===== config.mk =====
export PLATFORM = sky130hd
export DESIGN_NAME = cdb_arbiter
export DESIGN_NICKNAME = d
export VERILOG_FILES = /design/src/rtl/cdb_arbiter.sv
export SDC_FILE = /design/constraint.sdc
export NUM_CORES = 1
export LEC_CHECK = 0
export ABC_CLOCK_PERIOD_IN_PS = 7170
export CORE_UTILIZATION = 55
export CTS_CLUSTER_SIZE = 24
export DETAILED_ROUTE_END_ITERATION = 8
export HOLD_SLACK_MARGIN = 0.02
export PLACE_DENSITY = 0.85
export SLEW_MARGIN = 20
export SYNTH_ARGS = -nofsm -noshare
export SYNTH_HDL_FRONTEND = slang
export SYNTH_SLANG_ARGS = --single-unit

===== constraint.sdc =====
create_clock -name clk -period 7.17 [get_ports clk]
set_input_delay 1.434 -clock clk [delete_from_list [all_inputs] [get_ports clk]]
set_output_delay 1.434 -clock clk [all_outputs]
set_load 0.005 [all_outputs]

===== src/rtl/cdb_arbiter.sv =====
// Round-robin arbiter sharing the Common Data Bus between completing FUs.
// Each FU owns a one-entry result buffer; one buffered result is broadcast per cycle.
module cdb_arbiter #(
  parameter int unsigned N_REQ = 5,
  parameter int unsigned TAG_W = 5,
  parameter int unsigned REG_W = 5,
  parameter int unsigned XLEN  = 32
) (
  input  logic                     clk,
  input  logic                     reset,
  input  logic                     flush,
  input  logic [N_REQ-1:0]         req_valid,
  output logic [N_REQ-1:0]         req_ready,
  input  logic [N_REQ*TAG_W-1:0]   req_tag,
  input  logic [N_REQ*REG_W-1:0]   req_reg,
  input  logic [N_REQ*XLEN-1:0]    req_value,
  output logic                     cdb_valid,
  output logic [TAG_W-1:0]         cdb_tag,
  output logic [REG_W-1:0]         cdb_reg,
  output logic [XLEN-1:0]          cdb_value,
  output logic [N_REQ-1:0]         cdb_src,
  output logic [N_REQ-1:0]         pending
);

  localparam int unsigned PTR_W = (N_REQ > 1) ? $clog2(N_REQ) : 1;

  logic [N_REQ-1:0]            buf_valid_q, buf_valid_d;
  logic [N_REQ-1:0][TAG_W-1:0] buf_tag_q,   buf_tag_d;
  logic [N_REQ-1:0][REG_W-1:0] buf_reg_q,   buf_reg_d;
  logic [N_REQ-1:0][XLEN-1:0]  buf_value_q, buf_value_d;
  logic [PTR_W-1:0]            rr_ptr_q,    rr_ptr_d;

  logic             cdb_valid_q, cdb_valid_d;
  logic [TAG_W-1:0] cdb_tag_q,   cdb_tag_d;
  logic [REG_W-1:0] cdb_reg_q,   cdb_reg_d;
  logic [XLEN-1:0]  cdb_value_q, cdb_value_d;
  logic [N_REQ-1:0] cdb_src_q,   cdb_src_d;

  logic [N_REQ-1:0] gnt;
  logic [PTR_W-1:0] gnt_idx;
  logic             gnt_found;

  // Rotating priority: scan from rr_ptr upward, wrapping at N_REQ.
  always_comb begin
    gnt       = '0;
    gnt_idx   = '0;
    gnt_found = 1'b0;
    for (int unsigned off = 0; off < N_REQ; off++) begin
      int unsigned idx;
      idx = 32'(rr_ptr_q) + off;
      if (idx >= N_REQ) idx = idx - N_REQ;
      if (!gnt_found && buf_valid_q[PTR_W'(idx)]) begin
        gnt_found              = 1'b1;
        gnt[PTR_W'(idx)]       = 1'b1;
        gnt_idx                = PTR_W'(idx);
      end
    end
  end

  // Ready depends only on registered state and flush, never on req_valid.
  always_comb begin
    req_ready = flush ? '0 : (~buf_valid_q | gnt);
  end

  always_comb begin
    buf_valid_d = buf_valid_q;
    buf_tag_d   = buf_tag_q;
    buf_reg_d   = buf_reg_q;
    buf_value_d = buf_value_q;
    rr_ptr_d    = rr_ptr_q;
    cdb_valid_d = 1'b0;
    cdb_src_d   = '0;
    cdb_tag_d   = cdb_tag_q;
    cdb_reg_d   = cdb_reg_q;
    cdb_value_d = cdb_value_q;

    if (flush) begin
      buf_valid_d = '0;
    end else begin
      // A capture on a draining entry overwrites it; the old contents still broadcast.
      for (int unsigned i = 0; i < N_REQ; i++) begin
        if (req_valid[i] && req_ready[i]) begin
          buf_valid_d[i] = 1'b1;
          buf_tag_d[i]   = req_tag[i*TAG_W +: TAG_W];
          buf_reg_d[i]   = req_reg[i*REG_W +: REG_W];
          buf_value_d[i] = req_value[i*XLEN +: XLEN];
        end else if (gnt[i]) begin
          buf_valid_d[i] = 1'b0;
        end
      end

      if (gnt_found) begin
        cdb_valid_d = 1'b1;
        cdb_tag_d   = buf_tag_q[gnt_idx];
        cdb_reg_d   = buf_reg_q[gnt_idx];
        cdb_value_d = buf_value_q[gnt_idx];
        cdb_src_d   = gnt;
        rr_ptr_d    = (gnt_idx == PTR_W'(N_REQ - 1)) ? '0 : gnt_idx + PTR_W'(1);
      end
    end
  end

  always_ff @(posedge clk or negedge reset) begin
    if (!reset) begin
      buf_valid_q <= '0;
      buf_tag_q   <= '0;
      buf_reg_q   <= '0;
      buf_value_q <= '0;
      rr_ptr_q    <= '0;
      cdb_valid_q <= 1'b0;
      cdb_tag_q   <= '0;
      cdb_reg_q   <= '0;
      cdb_value_q <= '0;
      cdb_src_q   <= '0;
    end else begin
      buf_valid_q <= buf_valid_d;
      buf_tag_q   <= buf_tag_d;
      buf_reg_q   <= buf_reg_d;
      buf_value_q <= buf_value_d;
      rr_ptr_q    <= rr_ptr_d;
      cdb_valid_q <= cdb_valid_d;
      cdb_tag_q   <= cdb_tag_d;
      cdb_reg_q   <= cdb_reg_d;
      cdb_value_q <= cdb_value_d;
      cdb_src_q   <= cdb_src_d;
    end
  end

  assign cdb_valid = cdb_valid_q;
  assign cdb_tag   = cdb_tag_q;
  assign cdb_reg   = cdb_reg_q;
  assign cdb_value = cdb_value_q;
  assign cdb_src   = cdb_src_q;
  assign pending   = buf_valid_q;

endmodule


==> impl_metrics.yaml <==
outcome:
  status: "finished, final reports clean"
synth:
  ys.flop_type: "dfrtp_1"
  async_reset_ff_share_pct: 100.0
  syn_area_per_cell_um2: 11.60
  ys_ff_latch: 266
  ys_warn_count: 0
  syn_inst: 1126
  synth-edff-count: 0
  ys_types: 66
  yosysSeqAreaShare_pct: 50.94
  synth_nets: 1355
  syn_area_um2: 13070
worst_setup_path:
  r2r_slack_ps: 1940
  slowest_stage: "ha_1"
  path_class: "reg -> out"
  critPathMaxStageDelay_ps: 620
  cp.required_ps: 5740
  cp_cell_sequence: "inv_2 -> ha_1 -> inv_1 -> o32a_1 -> a211o_1 -> a2111oi_4 -> and3_1 -> and2_1 -> a31oi_1 -> a21oi_1 -> clkdlybuf4s50_1"
  path_max_fanout: 14
  cp-start-kind: "flop"
  crit_path_end_kind: "output port"
  crit_arrival_ps: 4890
drt:
  drc: 0
  met3WireLength_um: 3295
  drt_iter0_drc: 780
  firstDrtPassIters: 5
  detail-route-antenna-nets: 0
  wl_met1_um: 15160
  top_layer: "met4"
  via_count: 10350
  vias_per_cell: 6.060
  wire_per_inst_um: 22.71
  routed_wl_um: 38800
  wl_met2_um: 18920
global_routing:
  grt_overflow: 0
  antenna_found_initial: 3
  grt_pass1_wl_um: 60100
  grt_pass1_vias: 10870
  grt.total_usage_pct: 32.42
  grt_max_degree: 135
cts:
  cts_tree: "yes"
  hold_buffers: 0
  cts_resized: 0
  insertion_delay_ps: 550
  cts-root-buf: "clkbuf_16"
  htreeDepth: 1
  clock_sinks: 266
  path_clk_slew_ps: 60
  cts_buffer_depth: 3
  cts_buffers: 30
  cts_setup_buffers: 0
placement:
  dpl.hpwl_um: 25120
  placement.io_buffers: 275
  gp_congestion: 0.8516
  placed_cell_area_um2: 16020
die:
  die_w_um: 156.1
  dieArea_um2: 24380
  num_rows: 56
  die_h_um: 156.1
  initial_core_util_pct: 55.83
  ios: 276
  core_um2: 23400
min_path:
  hp-class: "reg -> reg"
layout:
  final_common_cell: "clkdlybuf4s50_1"
  syn2layout_area_growth_pct: 30.55
  fin_area_um2: 17060
  final_cell_mix: "clkdlybuf4s50_1 (274), dfrtp_1 (266), nand2_1 (148)"
  nNetsFinal: 1593
  largest-register: "buf_value_q"
  drive_gt1_share_pct: 18.99
  largest_reg_flops: 160
sta:
  slew_headroom_pct: 28.12
  worst_pin_slew_ps: 1078
  rsz0062_at_grt: "no"
  fin_crit_ps: 6321
  finalCritPeriodShare_pct: 88.16
  fin_hold_ws_ps: 493.0
  fin_tns_setup_ps: 0
  hold_viol: 0
  clock_skew_ps: 8.850
  setup_violations: 0
  maxClockFrequency_ghz: 0.1582
  drv_slew: 0
flow_run:
  cap_violations: 0
kinds of logic (layout without fill, tap and decap cells):
group,Yosys count,count (layout),synth area share [%]
and+or+nand+nor,294,294,10.89
adders and majority gates,11,11,1.111
AOI/OAI and AO/OA,226,226,12.90
buffers and inverters,104,363,3.773
other,0,4,0
muxes,222,222,20.19
DFF,266,266,50.94
xor gates and xnor gates,3,3,0.2011
cell usage after synthesis (5+ instances only):
cell type	instances	area (um^2)
buf_2	28	140.1
o22ai_1	5	31.28
nand2b_1	10	62.56
mux2_1	40	450.4
mux2_4	40	600.6
a21oi_1	65	325.3
dfrtp_1	266	6656
and3_1	47	294.0
mux2_2	132	1486
o21ai_0	21	105.1
a31oi_1	8	50.05
a32oi_1	45	394.1
a211oi_1	6	45.04
nor3_1	6	30.03
nor2_1	30	112.6
mux2i_1	10	100.1
ha_1	10	125.1
nand2_1	149	559.3
buf_1	9	33.78
inv_1	15	56.30
buf_6	9	101.4
and2_1	7	43.79
clkbuf_1	42	157.7
a221o_1	43	430.4
nand3_1	15	75.07
routing by layer:
| layer | vias to the layer above | GRT usage, % |
|---|---|---|
| met3 | 88 | 7.139 |
| met5 | - | 0 |
| met4 | 0 | 13.49 |
| met1 | 5185 | 41.52 |
| met2 | 476 | 53.27 |
| li1 | 4602 | - |
path summary, 6_finish.rpt:
check	startpoint	end	depth (start not counted)
min	buf_value_q[76]	buf_value_q[76]	1
max reg2reg	rr_ptr_q[1]	cdb_value[27]	12
max	rr_ptr_q[1]	req_ready[1]	11
min reg2reg	buf_value_q[76]	buf_value_q[76]	1
max in group asynchronous	reset	buf_value_q[66]	2
min in group asynchronous	reset	buf_value_q[43]	1
critical path, delay by kind of cell (launching register included):
family | cells | cell delay (ps)
buffers and inverters | 3 | 1060
adders and majority gates | 1 | 620
AOI/OAI and AO/OA | 5 | 1600
and+or+nand+nor | 2 | 500
DFF | 1 | 540
through the flow:
step           setup slack (ps)  cells  utilization [%]
6_report                  849.1   1708            72.89
4_1_cts                   832.8   1704            72.85
5_1_grt                   461.7   1707            72.88
3_3_place_gp               1509   1651            68.47
2_1_floorplan              2313   1126                -
3_5_place_dp               1420   1651            68.47
area by class of cell:
type	instances	area, um^2
Fill cell	1666	6345
Timing Repair Buffer	294	2950
Sequential cell	266	6656
Clock inverter	9	141.4
Multi-Input combinational cell	756	5956
Antenna cell	4	10.01
Tap cell	319	399.1
Clock buffer	44	883.3
Inverter	16	61.31
Power is left out: the tool's default activity adds up to more than one toggle a clock period on the data nets, which glitch-free logic cannot reach.
